[config.mk]
export PLATFORM = sky130hd
export DESIGN_NAME = video_timing_gen
export DESIGN_NICKNAME = d
export VERILOG_FILES = /design/src/rtl/video_timing_pkg.sv /design/src/rtl/timing_axis_counter.sv /design/src/rtl/video_timing_gen.sv
export SDC_FILE = /design/constraint.sdc
export NUM_CORES = 1
export LEC_CHECK = 0
export ABC_AREA = 1
export CORE_ASPECT_RATIO = 0.6
export CORE_MARGIN = 4
export CORE_UTILIZATION = 45
export DETAILED_ROUTE_END_ITERATION = 8
export PLACE_DENSITY = 0.67
export SYNTH_ARGS = -nofsm -noshare
export SYNTH_HDL_FRONTEND = slang
export SYNTH_SLANG_ARGS = --single-unit
[constraint.sdc]
create_clock -name i_clk -period 2.1 [get_ports i_clk]
set_input_delay 0.525 -clock i_clk [delete_from_list [all_inputs] [get_ports i_clk]]
set_output_delay 0.525 -clock i_clk [all_outputs]
set_load 0.01 [all_outputs]
[src/rtl/video_timing_pkg.sv]
// Shared constants for the raster timing generator: coordinate width and named video modes.
// Latency: n/a (constants and a constant function only).
// Backpressure: n/a.
package video_timing_pkg;

   // Coordinate / counter width; every axis total must fit in this many bits.
   localparam int COORD_W         = 12;
   localparam int COORD_MAX_TOTAL = 1 << COORD_W;

   // CEA 1280x720p60 @ 74.25 MHz, positive syncs.
   localparam int VT_720P_H_ACTIVE = 1280;
   localparam int VT_720P_H_FP     = 110;
   localparam int VT_720P_H_SYNC   = 40;
   localparam int VT_720P_H_BP     = 220;
   localparam int VT_720P_V_ACTIVE = 720;
   localparam int VT_720P_V_FP     = 5;
   localparam int VT_720P_V_SYNC   = 5;
   localparam int VT_720P_V_BP     = 20;
   localparam bit VT_720P_H_POL    = 1'b1;
   localparam bit VT_720P_V_POL    = 1'b1;

   // VGA 640x480p60 @ 25.175 MHz, negative syncs.
   localparam int VT_480P_H_ACTIVE = 640;
   localparam int VT_480P_H_FP     = 16;
   localparam int VT_480P_H_SYNC   = 96;
   localparam int VT_480P_H_BP     = 48;
   localparam int VT_480P_V_ACTIVE = 480;
   localparam int VT_480P_V_FP     = 10;
   localparam int VT_480P_V_SYNC   = 2;
   localparam int VT_480P_V_BP     = 33;
   localparam bit VT_480P_H_POL    = 1'b0;
   localparam bit VT_480P_V_POL    = 1'b0;

   // Length of one axis (line in pixels, or frame in lines).
   function automatic int axis_total(input int active, input int fp, input int sync, input int bp);
      return active + fp + sync + bp;
   endfunction

endpackage

[src/rtl/timing_axis_counter.sv]
// One raster axis: wrapping position counter with active / sync region decode.
// Latency: count advances on the edge after i_step; decodes are combinational from the count.
// Backpressure: none; i_clr has priority over i_step.
//
// Ports:
//   i_clk, i_rst_n    clock, asynchronous active-low reset
//   i_clr             synchronous clear to 0
//   i_step            advance by one position this cycle
//   o_cnt             current position
//   o_wrap            stepping out of the last position this cycle (feeds the next axis)
//   o_active          position is inside the active region
//   o_sync_next       position is inside the sync region (registered by the caller)
module timing_axis_counter
   import video_timing_pkg::*;
#(
   parameter int ACTIVE = VT_720P_H_ACTIVE,
   parameter int FP     = VT_720P_H_FP,
   parameter int SYNC   = VT_720P_H_SYNC,
   parameter int BP     = VT_720P_H_BP
) (
   input  logic               i_clk,
   input  logic               i_rst_n,
   input  logic               i_clr,
   input  logic               i_step,
   output logic [COORD_W-1:0] o_cnt,
   output logic               o_wrap,
   output logic               o_active,
   output logic               o_sync_next
);

   localparam int TOTAL = axis_total(ACTIVE, FP, SYNC, BP);

   if (TOTAL > COORD_MAX_TOTAL) begin : g_total_too_large
      $error("timing_axis_counter: total %0d exceeds %0d", TOTAL, COORD_MAX_TOTAL);
   end

   // Region bounds are one bit wider than the counter so an edge at exactly
   // 2**COORD_W (zero back porch on a maximal axis) is still representable.
   localparam logic [COORD_W:0]   ACT_END  = (COORD_W+1)'(ACTIVE);
   localparam logic [COORD_W:0]   SYNC_BEG = (COORD_W+1)'(ACTIVE + FP);
   localparam logic [COORD_W:0]   SYNC_END = (COORD_W+1)'(ACTIVE + FP + SYNC);
   localparam logic [COORD_W-1:0] LAST     = COORD_W'(TOTAL - 1);
   localparam logic [COORD_W-1:0] ONE      = COORD_W'(1);

   logic [COORD_W-1:0] cnt_q, cnt_d;
   logic [COORD_W:0]   cnt_ext;
   logic               at_last;

   always_comb begin
      cnt_ext     = {1'b0, cnt_q};
      at_last     = (cnt_q == LAST);
      o_wrap      = i_step & at_last & ~i_clr;
      o_active    = (cnt_ext < ACT_END);
      o_sync_next = (cnt_ext >= SYNC_BEG) && (cnt_ext < SYNC_END);

      cnt_d = cnt_q;
      if (i_clr) begin
         cnt_d = '0;
      end else if (i_step) begin
         cnt_d = at_last ? '0 : cnt_q + ONE;
      end
   end

   always_ff @(posedge i_clk or negedge i_rst_n) begin
      if (!i_rst_n) begin
         cnt_q <= '0;
      end else begin
         cnt_q <= cnt_d;
      end
   end

   assign o_cnt = cnt_q;

endmodule

[src/rtl/video_timing_gen.sv]
// Raster timing generator: h/v counters, polarity-adjusted syncs, data enable, coordinates, strobes.
// Latency: all outputs registered; each edge presents the decode of the counter state it leaves.
// Backpressure: none; i_en low clears the counters and forces outputs to reset values.
//
// Ports:
//   i_clk, i_rst_n            pixel clock, asynchronous active-low reset
//   i_en                      run enable; low parks the raster at (0,0)
//   o_hsync, o_vsync          syncs at H_POL / V_POL active level
//   o_de                      active-video data enable
//   o_x, o_y                  pixel coordinates (equal to the counters at all times)
//   o_line_start              first active pixel of each active line
//   o_frame_start             pixel (0,0) of each frame
module video_timing_gen
   import video_timing_pkg::*;
#(
   parameter int H_ACTIVE = VT_720P_H_ACTIVE,
   parameter int H_FP     = VT_720P_H_FP,
   parameter int H_SYNC   = VT_720P_H_SYNC,
   parameter int H_BP     = VT_720P_H_BP,
   parameter int V_ACTIVE = VT_720P_V_ACTIVE,
   parameter int V_FP     = VT_720P_V_FP,
   parameter int V_SYNC   = VT_720P_V_SYNC,
   parameter int V_BP     = VT_720P_V_BP,
   parameter bit H_POL    = VT_720P_H_POL,
   parameter bit V_POL    = VT_720P_V_POL
) (
   input  logic               i_clk,
   input  logic               i_rst_n,
   input  logic               i_en,
   output logic               o_hsync,
   output logic               o_vsync,
   output logic               o_de,
   output logic [COORD_W-1:0] o_x,
   output logic [COORD_W-1:0] o_y,
   output logic               o_line_start,
   output logic               o_frame_start
);

   logic [COORD_W-1:0] h_cnt, v_cnt;
   logic               h_wrap, h_active, h_sync;
   logic               v_wrap_unused, v_active, v_sync;
   logic               cnt_clr;

   assign cnt_clr = ~i_en;

   timing_axis_counter #(
      .ACTIVE (H_ACTIVE),
      .FP     (H_FP),
      .SYNC   (H_SYNC),
      .BP     (H_BP)
   ) u_h_axis (
      .i_clk       (i_clk),
      .i_rst_n     (i_rst_n),
      .i_clr       (cnt_clr),
      .i_step      (1'b1),
      .o_cnt       (h_cnt),
      .o_wrap      (h_wrap),
      .o_active    (h_active),
      .o_sync_next (h_sync)
   );

   // Vertical axis advances once per line, on the horizontal wrap.
   timing_axis_counter #(
      .ACTIVE (V_ACTIVE),
      .FP     (V_FP),
      .SYNC   (V_SYNC),
      .BP     (V_BP)
   ) u_v_axis (
      .i_clk       (i_clk),
      .i_rst_n     (i_rst_n),
      .i_clr       (cnt_clr),
      .i_step      (h_wrap),
      .o_cnt       (v_cnt),
      .o_wrap      (v_wrap_unused),
      .o_active    (v_active),
      .o_sync_next (v_sync)
   );

   logic               de_q, de_d;
   logic               hsync_q, hsync_d;
   logic               vsync_q, vsync_d;
   logic [COORD_W-1:0] x_q, x_d;
   logic [COORD_W-1:0] y_q, y_d;
   logic               line_start_q, line_start_d;
   logic               frame_start_q, frame_start_d;
   logic               h_origin, v_origin;

   always_comb begin
      h_origin = (h_cnt == '0);
      v_origin = (v_cnt == '0);

      de_d          = 1'b0;
      hsync_d       = ~H_POL;
      vsync_d       = ~V_POL;
      x_d           = '0;
      y_d           = '0;
      line_start_d  = 1'b0;
      frame_start_d = 1'b0;

      // i_en only gates the registered values, so it never reaches the pins combinationally.
      if (i_en) begin
         de_d          = h_active & v_active;
         hsync_d       = h_sync ? H_POL : ~H_POL;
         vsync_d       = v_sync ? V_POL : ~V_POL;
         x_d           = h_cnt;
         y_d           = v_cnt;
         line_start_d  = h_active & v_active & h_origin;
         frame_start_d = h_origin & v_origin;
      end
   end

   always_ff @(posedge i_clk or negedge i_rst_n) begin
      if (!i_rst_n) begin
         de_q          <= 1'b0;
         hsync_q       <= ~H_POL;
         vsync_q       <= ~V_POL;
         x_q           <= '0;
         y_q           <= '0;
         line_start_q  <= 1'b0;
         frame_start_q <= 1'b0;
      end else begin
         de_q          <= de_d;
         hsync_q       <= hsync_d;
         vsync_q       <= vsync_d;
         x_q           <= x_d;
         y_q           <= y_d;
         line_start_q  <= line_start_d;
         frame_start_q <= frame_start_d;
      end
   end

   assign o_de          = de_q;
   assign o_hsync       = hsync_q;
   assign o_vsync       = vsync_q;
   assign o_x           = x_q;
   assign o_y           = y_q;
   assign o_line_start  = line_start_q;
   assign o_frame_start = frame_start_q;

endmodule

==> run_results.csv, run 1 <==
group,metric,value,unit
clocking,numCtsBuffers,5,
layout,n_antenna_cell,0,
timing,tns,0,ns
timing,relSlewSlack,70.0,%
placed_design,dpl_cell_area,3060,um^2
layout,post-route-util,56.1,%
die,chipHeight,67.7,um
setup_path,arrival,1.20,ns
logic_synthesis,synth_nets,355,
timing,fin_crit_sh,82.3,%
setup_path,crit_type,"register to output pin",
logic_synthesis,synth_warnings,0,
layout,finalNetCount,386,
flow_run,maxCapViolations,0,
die,coreArea,5650,um^2
logic_synthesis,synth_compound_area_share,2.63,%
clocking,cts_sinks,53,
setup_path,cp_slowest_cell,"clkdlybuf4s50_1",
power,p_total,1.85,mW
global_routing,grt_max_degree,54,
clocking,htreeDepth,2,
timing,fin_skew,0.0110,ns
placed_design,io_buffers,31,
timing,setup_violations,0,
global_routing,grt_pass1_vias,1940,
die,initial_utilization,47.2,%
layout,postLayoutCellArea,3170,um^2
logic_synthesis,syn-instance-count,345,
power,ir_drop,0.317,mV
detailed_routing,post_drt_wl_per_cell,12.7,um
die,io_pins,32,
detailed_routing,final_antenna_net_count,0,
logic_synthesis,synth_top_family_by_area,"simple AND/OR/NAND/NOR gates",
power,p_leak,1.64,nW
logic_synthesis,synth-adder-area-share,3.28,%
setup_path,crit_family,"buffers and inverters",
outcome,status,"complete, no violations",
layout,drive_gt1_share,6.37,%
setup_path,crit_path_max_fanout,1,
clocking,cts_tree,"built",
detailed_routing,vias_per_cell,4.74,
setup_path,crit_buf_inv,1,
clocking,cts_resized,0,
logic_synthesis,syn-cell-area,2670,um^2
timing,hold_viol_final,0,
logic_synthesis,async_flop_share,100,%
layout,area_growth,18.7,%
logic_synthesis,syn_area_per_cell,7.74,um^2
clocking,clk_pin_slew,0.10,ns
setup_path,critical_path.cell_chain,"clkdlybuf4s50_1",
detailed_routing,drtIter0Drc,193,
timing,rsz0062_at_grt,"false",
timing,holdWs,0.184,ns
logic_synthesis,yosys.area_share.xor_xnor,1.31,%
clocking,clk_latency,0.31,ns
global_routing,antenna_found_initial,0,
setup_path,required,1.57,ns
setup_path,critPathCaptureType,"output pin",
global_routing,overflow,0,
timing,min_period,1.73,ns
logic_synthesis,seq_area_frac_synth,49.7,%
global_routing,track_usage,17.6,%
die,die_w,107,um
detailed_routing,via_count,2165,
timing,fmax,578,MHz
clocking,clockBufferDepth,2,
setup_path,worst_path_largest_cell_delay,0.54,ns
die,die-area,7270,um^2
clocking,cts_root_buf,"clkbuf_8",
timing,tightestPinTransition,0.448,ns
min_path,hold_path_class,"input pin to asynchronous set/reset pin",
logic_synthesis,ys.flop_type,"dfrtp_1",
placed_design,place_congestion,0.928,
power,power_density,583,nW/um^2
die,rows,21,
timing,slew_violations,0,
setup_path,startpoint_type,"register",
global_routing,grt_pass1_wl,9850,um
clocking,ctsHoldBuffers,0,
placed_design,dpl.hpwl,4290,um
clocking,cts_setup_buffers,0,
logic_synthesis,synth-seq-cells,53,
detailed_routing,routed_wl,5820,um
logic_synthesis,yosys.area_share.simple,32.6,%
logic_synthesis,synthMuxAreaShare,0,%
detailed_routing,dr.pass1.iters,5,
logic_synthesis,synth.distinct_cells,28,
layout,nFillCells,519,
detailed_routing,drc,0,
logic_synthesis,synth_edf_count,0,
==> layer usage <==
layer / track usage, % / vias up / part of all wire (%) / wire [um]
met1: 27.9 / 968 / 53 / 3060
met5: 0 / - / 0 / 0
met4: 4.25 / 0 / 0.69 / 40
li1: - / 1110 / - / -
met3: 4.97 / 5 / 9.9 / 577
met2: 22.9 / 82 / 37 / 2140
==> cells by family (layout without fill, tap and decap cells) <==
| family | Yosys count | in the layout |
|---|---|---|
| xor gates and xnor gates | 4 | 4 |
| DFF | 53 | 53 |
| buffers and inverters | 68 | 100 |
| AOI/OAI and AO/OA | 13 | 13 |
| adders and majority gates | 7 | 7 |
| and+or+nand+nor | 200 | 200 |
==> final timing paths <==
check,from,end,slack [ns],cells after the start
worst max-delay path,o_line_start,o_line_start,0.37,1
worst min-delay path,i_rst_n,u_h_axis.o_cnt[1],0.18,2
worst max register to register,u_h_axis.o_cnt[1],u_v_axis.o_cnt[2],0.48,9
worst min register to register,u_v_axis.o_cnt[11],o_y[11],0.55,2
max in group asynchronous,i_rst_n,u_v_axis.o_cnt[1],1.67,2
min in group i_clk,u_v_axis.o_cnt[11],o_y[11],0.55,2
==> registers in the layout (all words and copies together) (netlist names), 12 cells and up <==
signal	count
o_x	12
o_y	12
u_h_axis.o_cnt	12
u_v_axis.o_cnt	12
==> cells in the final DEF (no fill, tap or decap), types with 7 or more instances in the layout <==
master           instances
clkdlybuf4s50_1         30
ha_1                     7
inv_1                   55
o21ai_0                  8
nand3_1                 19
dfrtp_1                 53
nand2_1                 99
nor2_1                  51
nor3_1                  10
nand4_1                  8
==> area by class of cell <==
cell class                 instances  area (um^2)  share of cell area (%)
clock buffer                       6         72.6                    2.29
clock inverter                     2         38.8                    1.22
inverter                          59          221                    6.99
multi-input combinational        224         1060                    33.6
sequential                        53         1330                    41.9
tap                               80          100                    3.16
timing repair buffer              33          345                    10.9
==> synthesized netlist by cell type (all sizes together), types with 2 or more instances <==
library cell | number | area share [%]
nand2 | 103 | 15
nand3 | 20 | 4.2
inv | 59 | 8.3
nand4 | 8 | 1.9
o21ai | 9 | 1.7
ha | 7 | 3.3
buf | 9 | 2.2
nor2 | 54 | 8.1
nor3 | 12 | 2.6
a21oi | 2 | 0.38
xor2 | 4 | 1.3
dfrtp | 53 | 50
==> report_power, final <==
part,total (mW),switching [mW],internal (mW)
Sequential,1.04,0.00887,1.03
Clock,0.697,0.339,0.358
Combinational,0.109,0.0694,0.0395
==> through the flow <==
stage | std cells | setup WS (ns)
6_report | 457 | 0.371
5_1_grt | 457 | 0.318
4_1_cts | 457 | 0.361
3_5_place_dp | 449 | 0.203
3_3_place_gp | 449 | 0.209
2_1_floorplan | 345 | 0.745
Note: power is estimated with default switching activity, not from simulation.
==> inputs of run 2 (changes only) <==
- clock period: 2.1 -> 1.6 ns (I/O delays scaled with it)
==> run_results.csv, run 2 (synthesized netlist as in run 1, its figures left out) <==
group,metric,value,unit
die,coreArea,5650,um^2
detailed_routing,dr.pass1.iters,4,
global_routing,grt_max_degree,54,
setup_path,critical_path.cell_chain,"inv_1 > ha_2 > nand2_1 > nor2_2 > nand3_4 > nand2_4 > inv_2 > nand2_1 > o21ai_0",
setup_path,crit_type,"register to register",
power,seq_power_share,59.4,%
global_routing,track_usage,19.3,%
layout,fin_cells,484,
global_routing,overflow,0,
timing,hold_viol_final,0,
layout,final_cell_mix,"nand2_1 (99), inv_1 (55), dfrtp_1 (52), nor2_1 (49), buf_4 (27)",
clocking,clockBufferDepth,2,
clocking,cts_tree,"built",
die,io_pins,32,
setup_path,worst_path_largest_cell_delay,0.42,ns
timing,holdWs,0.0598,ns
timing,fin_skew,0.00694,ns
flow_run,maxCapViolations,0,
power,swShare,25.0,%
die,die-area,7270,um^2
die,rows,21,
layout,n_antenna_cell,0,
placed_design,place_congestion,0.951,
timing,tightestPinTransition,0.335,ns
setup_path,critPathCaptureType,"register",
detailed_routing,routed_wl,6430,um
setup_path,arrival,1.67,ns
timing,fmax,679,MHz
clocking,cts_root_buf,"clkbuf_8",
setup_path,cp_slowest_cell,"dfrtp_1",
detailed_routing,vias_per_cell,4.79,
clocking,numCtsBuffers,5,
timing,relSlewSlack,77.7,%
placed_design,dpl_cell_area,3260,um^2
power,ir_drop,0.400,mV
die,initial_utilization,47.2,%
layout,finalNetCount,413,
placed_design,dpl.hpwl,4820,um
min_path,hold_path_class,"input pin to asynchronous set/reset pin",
clocking,cts_sinks,53,
layout,postLayoutCellArea,3420,um^2
power,p_comb_share,6.7,%
clocking,clk_latency,0.31,ns
timing,slew_violations,0,
die,chipHeight,67.7,um
setup_path,crit_top_cell,"nand2_1",
layout,area_growth,28.0,%
setup_path,required,1.80,ns
power,p_int,1.72,mW
detailed_routing,via_count,2318,
layout,drive_gt1_share,13.9,%
global_routing,grt_pass1_vias,2131,
clocking,clk_pin_slew,0.10,ns
timing,setup_violations,0,
outcome,status,"complete, no violations",
power,power_density,673,nW/um^2
global_routing,antenna_found_initial,0,
detailed_routing,drc,0,
placed_design,placedCellCount,476,
layout,nFillCells,493,
power,p_sw,576,uW
power,p_leak,2.24,nW
clocking,cts_setup_buffers,0,
setup_path,startpoint_type,"register",
setup_path,crit_path_max_fanout,13,
global_routing,grt_pass1_wl,10800,um
die,die_w,107,um
layout,final_common_cell,"nand2_1",
power,p_total,2.30,mW
clocking,htreeDepth,2,
timing,min_period,1.47,ns
detailed_routing,post_drt_wl_per_cell,13.3,um
power,p_clk_share,33.9,%
detailed_routing,final_antenna_net_count,0,
timing,rsz0062_at_grt,"false",
placed_design,io_buffers,31,
timing,fin_crit_sh,92.0,%
detailed_routing,drtIter0Drc,181,
[run 2: critical path, delay by kind of cell (launching register included)]
family,cells,cell delay [ns]
compound gates,1,0.07
fa+ha+maj,1,0.18
buf+inv,2,0.20
flops,1,0.42
simple gates,5,0.48
[run 2: final timing paths]
kind                                         from           endpoint  depth (start not counted)  slack (ns)
worst min-delay path                      i_rst_n  u_v_axis.o_cnt[9]                          2        0.06
min in group i_clk              u_v_axis.o_cnt[1]  u_v_axis.o_cnt[1]                          2        0.52
max in group asynchronous                 i_rst_n  u_v_axis.o_cnt[3]                          2        1.28
worst min register to register  u_v_axis.o_cnt[1]  u_v_axis.o_cnt[1]                          2        0.52
worst max-delay path            u_h_axis.o_cnt[1]  u_v_axis.o_cnt[2]                          9        0.13
worst max register to register  u_h_axis.o_cnt[1]  u_v_axis.o_cnt[2]                          9        0.13
[run 2: cell type report]
class                   count  area, um^2  area share [%]
clock inverters             3        21.3           0.623
flip-flops and latches     53        1330            38.9
well taps                  80         100            2.93
inverters                  59         221            6.48
repair buffers             60         606            17.7
clock buffers               5        68.8            2.01
multi-input cells         224        1070            31.4
[run 2: what timing repair did]
item | CTS | global route
gates resized for setup | 4 | 29
hold buffers | 0 | 0
endpoints found under the setup margin | 4 | 30
[run 2: metrics by stage]
stage                     util, %  TNS (ns)  setup WS (ns)
after floorplan                 -         0          0.245
after global placement       57.7   -0.0839        -0.0833
after detailed placement     57.7    -0.136        -0.0883
after CTS                    59.2         0       0.000531
after global routing         60.5         0        0.00643
final                        60.5         0          0.127
[run 2: power by group through the flow]
stage | clock network (mW) | logic (mW) | registers (mW)
after floorplan | 0 | 0.0679 | 1.40
after global placement | 0 | 0.156 | 1.39
after detailed placement | 0 | 0.159 | 1.39
after CTS | 0.804 | 0.156 | 1.37
after global routing | 0.850 | 0.172 | 1.37
final | 0.780 | 0.153 | 1.37
[run 2: routing by layer]
metal	global-route usage (%)	vias up	part of all wire, %
met5	0	-	0
met4	3.31	0	0.44
met1	31.4	1040	53
li1	-	1164	-
met3	4.97	6	9.5
met2	25.4	108	37
